## src/rtl/fp_mul_scheduler.sv

```systemverilog
// Round-robin share of one combinational FP32 multiplier between two requesters.
// Optional FP_MUL_STICKY_FLAGS_EN adds accumulated flags (sticky_flags, sticky_clr).
module fp_mul_scheduler #(
    parameter int unsigned LATENCY = 1,
    parameter int unsigned CNT_W   = 4
) (
    input  logic        clk,
    input  logic        reset,
    input  logic        req_valid0,
    output logic        req_ready0,
    input  logic [31:0] req_a0,
    input  logic [31:0] req_b0,
    output logic        rsp_valid0,
    input  logic        rsp_ack0,
    input  logic        req_valid1,
    output logic        req_ready1,
    input  logic [31:0] req_a1,
    input  logic [31:0] req_b1,
    output logic        rsp_valid1,
    input  logic        rsp_ack1,
    output logic [31:0] rsp_data,
    output logic [3:0]  rsp_flags,
    output logic [31:0] mul_a,
    output logic [31:0] mul_b,
    input  logic [31:0] mul_result,
    input  logic [3:0]  mul_flags,
    output logic        busy
`ifdef FP_MUL_STICKY_FLAGS_EN
    ,
    output logic [3:0]  sticky_flags,
    input  logic        sticky_clr
`endif
);

    typedef enum logic [1:0] {
        IDLE,
        EXEC,
        DONE
    } state_t;

    state_t      state_q, state_d;
    logic        last_q, last_d;
    logic        owner_q, owner_d;
    logic [CNT_W-1:0] cnt_q, cnt_d;
    logic [31:0] a_q, a_d;
    logic [31:0] b_q, b_d;
    logic [31:0] data_q, data_d;
    logic [3:0]  flags_q, flags_d;
    logic [1:0]  vld_q, vld_d;
    logic        idle;
    logic        gnt1;
    logic        capture;

    // Port 1 wins when alone, or on a tie when port 0 had the last grant.
    assign idle       = (state_q == IDLE);
    assign gnt1       = req_valid1 & (~req_valid0 | ~last_q);
    assign req_ready0 = idle & req_valid0 & ~gnt1;
    assign req_ready1 = idle & gnt1;
    assign capture    = (state_q == EXEC) && (cnt_q == '0);

    assign mul_a      = a_q;
    assign mul_b      = b_q;
    assign rsp_data   = data_q;
    assign rsp_flags  = flags_q;
    assign rsp_valid0 = vld_q[0];
    assign rsp_valid1 = vld_q[1];
    assign busy       = ~idle;

    always_comb begin
        state_d = state_q;
        last_d  = last_q;
        owner_d = owner_q;
        cnt_d   = cnt_q;
        a_d     = a_q;
        b_d     = b_q;
        data_d  = data_q;
        flags_d = flags_q;
        vld_d   = vld_q;
        unique case (state_q)
            IDLE: begin
                if (req_valid0 | req_valid1) begin
                    a_d     = gnt1 ? req_a1 : req_a0;
                    b_d     = gnt1 ? req_b1 : req_b0;
                    owner_d = gnt1;
                    last_d  = gnt1;
                    cnt_d   = CNT_W'(LATENCY - 1);
                    state_d = EXEC;
                end
            end
            EXEC: begin
                if (cnt_q != '0) begin
                    cnt_d = cnt_q - 1'b1;
                end else begin
                    data_d  = mul_result;
                    flags_d = mul_flags;
                    vld_d   = owner_q ? 2'b10 : 2'b01;
                    state_d = DONE;
                end
            end
            DONE: begin
                if (owner_q ? rsp_ack1 : rsp_ack0) begin
                    vld_d   = 2'b00;
                    state_d = IDLE;
                end
            end
            default: state_d = IDLE;
        endcase
    end

    always_ff @(posedge clk or posedge reset) begin
        if (reset) begin
            state_q <= IDLE;
            last_q  <= 1'b1;
            owner_q <= 1'b0;
            cnt_q   <= '0;
            a_q     <= '0;
            b_q     <= '0;
            data_q  <= '0;
            flags_q <= '0;
            vld_q   <= '0;
        end else begin
            state_q <= state_d;
            last_q  <= last_d;
            owner_q <= owner_d;
            cnt_q   <= cnt_d;
            a_q     <= a_d;
            b_q     <= b_d;
            data_q  <= data_d;
            flags_q <= flags_d;
            vld_q   <= vld_d;
        end
    end

`ifdef FP_MUL_STICKY_FLAGS_EN
    logic [3:0] sticky_q, sticky_d;

    // A clear coinciding with a capture leaves only the new flags.
    always_comb begin
        sticky_d = sticky_clr ? 4'b0000 : sticky_q;
        if (capture) begin
            sticky_d = sticky_d | mul_flags;
        end
    end

    always_ff @(posedge clk or posedge reset) begin
        if (reset) begin
            sticky_q <= '0;
        end else begin
            sticky_q <= sticky_d;
        end
    end

    assign sticky_flags = sticky_q;
`else
    logic unused_capture;
    assign unused_capture = capture;
`endif

endmodule
```

## config.mk

```make
export PLATFORM = sky130hd
export DESIGN_NAME = fp_mul_scheduler
export DESIGN_NICKNAME = d
export VERILOG_FILES = /design/src/rtl/fp_mul_scheduler.sv
export SDC_FILE = /design/constraint.sdc
export NUM_CORES = 1
export LEC_CHECK = 0
export CELL_PAD_IN_SITES_DETAIL_PLACEMENT = 0
export CELL_PAD_IN_SITES_GLOBAL_PLACEMENT = 2
export CORE_UTILIZATION = 24
export CTS_CLUSTER_DIAMETER = 30
export CTS_CLUSTER_SIZE = 8
export DETAILED_ROUTE_END_ITERATION = 10
export PLACE_DENSITY = 0.82
export SLEW_MARGIN = 25
export SYNTH_ARGS = -nofsm -noshare
export SYNTH_HDL_FRONTEND = slang
export SYNTH_SLANG_ARGS = --single-unit
```

## constraint.sdc

```tcl
create_clock -name clk -period 10.65 [get_ports clk]
set_clock_uncertainty 0.15 [all_clocks]
set_input_delay 1.5975 -clock clk [delete_from_list [all_inputs] [get_ports clk]]
set_output_delay 1.5975 -clock clk [all_outputs]
set_load 0.02 [all_outputs]
```

==> flow_summary.toml <==
[pwr]
power_leakage_nw = 3.358
vdd_drop_max_uv = 95.58
p_total_mw = 2.281
p_per_area_mw_per_mm2 = 278.1

[detailed_routing]
drt_iter0_drc = 142
routedWlPerCell_um = 15.21
drc = 0
ant_nets = 0
vias = 4235
wl_um = 14360
via_per_inst = 4.486
firstDrtPassIters = 4

[grt]
grt_pass1_wl_um = 23360
grt_pass1_vias = 4424
grt_max_degree = 69
grt_usage_pct = 13.96
antenna_found_initial = 0
gr-total-overflow = 0

[logic_synthesis]
synthesis.area_mm2 = 0.004910
synth_top_family_by_area = "multiplexers"
synth.avg_cell_area_um2 = 11.80
synth_ff_type = "dfrtp_1"
yosysMostFrequentCell = "o21ai_0"
synth-seq-cells = 110
synth_mux_area_share_pct = 22.66
synthSimpleGateAreaFrac_pct = 2.574
synth_compound_area_share_pct = 14.81
synthXorXnorAreaFrac_pct = 0
async_flop_share_pct = 100.0
syn_nets = 588
yosysSeqAreaShare_pct = 56.09
synthTopCellsByCount = "135 x o21ai_0, 109 x dfrtp_1, 68 x mux2i_1, 29 x mux2_2, 21 x clkbuf_1"
synth_cell_types = 31
synth_adder_area_share_pct = 0.5097
synth_top_area_cell = "dfrtp_1"
synth_top_area_share_pct = 55.56
synth_edf_count = 0
ys_top_cells_by_area = "dfrtp_1 56%, mux2i_1 14%, o21ai_0 14%, mux2_2 6.7%, mux2_4 2.1%"
synth_cells = 416
yosysWarnings = 0

[timing]
setup_viol = 0
tns_ns = 0
layout_min_cycle_time_ns = 5.846
final-hold-violation-count = 0
clock.fmax_mhz = 171.0
fin_crit_sh_pct = 54.90
grt_setup_unrepaired = "no"
tightest_slew_ns = 0.9422
fin_hold_ws_ns = 0.3583
slew_viol_final = 0
slew_headroom_pct = 37.19

[outcome]
run_status = "complete, no violations"

[place]
gp_congestion = 0.7415
hpwl_um = 10300
io_buffers = 274
dpl.cell_count = 928

[critical_path]
critPathBufInv = 3
endpoint_kind = "output port"
critPathMaxStageDelay_ns = 0.75
crit_arrival_ns = 4.10
crit_chain = "clkdlybuf4s50_1, a21boi_4, buf_4, nor2_1, clkdlybuf4s50_1"
slowest_stage = "buf_4"
start_kind = "primary input"
required_ns = 8.90
path_delay_family = "buffers and inverters"
critical_path_class = "in2out"
crit_fanout = 58
crit_top_cell = "clkdlybuf4s50_1"

[cts]
cts_setup_buffers = 0
cts_tree = "built"
clkSlewWorstSetupHoldPaths_ns = 0.07
cts_max_path_buffers = 2
tritoncts.num_buffers = 9
clock-root-buffer = "clkbuf_16"
clkLatencyLatePin_ns = 0.35
h-tree-depth = 3
hold_buffers = 0
cts_sinks = 110
post_cts_resized = 0

[die]
die_h_um = 145.0
initial_core_util_pct = 24.82
die_area_mm2 = 0.02103
core_area_mm2 = 0.01978
row_count = 51
die_w_um = 145.0
ioPinCount = 275

[worst_hold_path]
hp-class = "reg2reg"

[finish]
fin_util_pct = 41.45
syn_to_final_growth_pct = 67.02
drive_gt1_share_pct = 9.867
instances_no_fill = 944
nNetsFinal = 846
final.fill_count = 1845
antenna_cells = 0

[run]
cap_violations = 0
area by class of cell:
cell class,instances,area [um^2],share of cell area (%)
multi-input cells,269,2021,24.64
clock inverters,6,53.80,0.6561
flip-flops and latches,110,2754,33.58
clock buffers,10,239.0,2.914
repair buffers,279,2780,33.90
inverters,5,21.27,0.2594
well taps,265,331.6,4.043
layout by cell type, fill, tap and decap left out, types with 2 or more instances in the layout:
master	synthesis	final
inv_1	4	3
mux2_2	29	29
inv_8	0	2
nor2_1	3	2
mux2_4	7	7
o21ai_0	135	134
clkbuf_16	0	9
nand2_1	5	5
ha_1	2	2
buf_4	0	5
clkdlybuf4s50_1	0	274
nand3b_1	3	3
nor2b_1	2	2
mux2i_1	68	68
dfrtp_1	109	109
clkinvlp_4	0	3
power by group:
part / switching (mW) / internal, mW / total [mW] / leakage [nW]
registers: 0.110 / 0.630 / 0.740 / 1.33
clock network: 0.162 / 0.169 / 0.331 / 0.135
logic: 0.609 / 0.601 / 1.21 / 1.89
total: 0.881 / 1.40 / 2.28 / 3.36
routing by layer:
metal	GRT usage, %	share of wire, %	up-vias
li1	-	-	2002
met1	15.65	40	2041
met2	25.17	52	180
met3	4.623	6.6	12
met4	3.617	1.2	0
met5	0	0	-
through the flow:
step | setup slack (ns) | instance area, um^2
6_report | 4.804 | 8200
5_1_grt | 4.624 | 8200
4_1_cts | 4.759 | 8200
3_5_place_dp | 4.756 | 7908
3_3_place_gp | 4.798 | 7908
2_1_floorplan | 6.002 | 4910
worst register-to-register path, delay by kind of cell (launching register included):
family	cells	cell delay, ns
compound gates	2	0.44
flops	1	0.40
buf+inv	1	0.76
mux	1	0.42
state kept, by name (all words and copies together) (netlist names):
signal,count
state_q,2
last_q,1
rsp_flags,4
mul_b,32
cnt_q,4
vld_q,2
owner_q,1
mul_a,32
rsp_data,32
path summary, 6_finish.rpt:
| check | endpoint | slack [ns] | cells after the start | start |
|---|---|---|---|---|
| setup / recovery | req_ready0 | 4.80 | 5 | req_valid1 |
| hold / removal | rsp_data[9] | 0.36 | 1 | rsp_data[9] |
| setup reg to reg | mul_b[25] | 8.35 | 4 | last_q |
| hold reg to reg | rsp_data[9] | 0.36 | 1 | rsp_data[9] |
| max in group asynchronous | mul_b[24] | 7.60 | 3 | reset |
| min in group asynchronous | rsp_data[27] | 1.55 | 2 | reset |
kinds of logic after synthesis:
logic type / count (synthesis)
multiplexers: 104
AO/OA/AOI/OAI: 142
buffers and inverters: 37
adder cells (fa/ha/maj): 2
AND/OR/NAND/NOR: 21
flip-flops: 110
(Power assumes the default switching activity.)
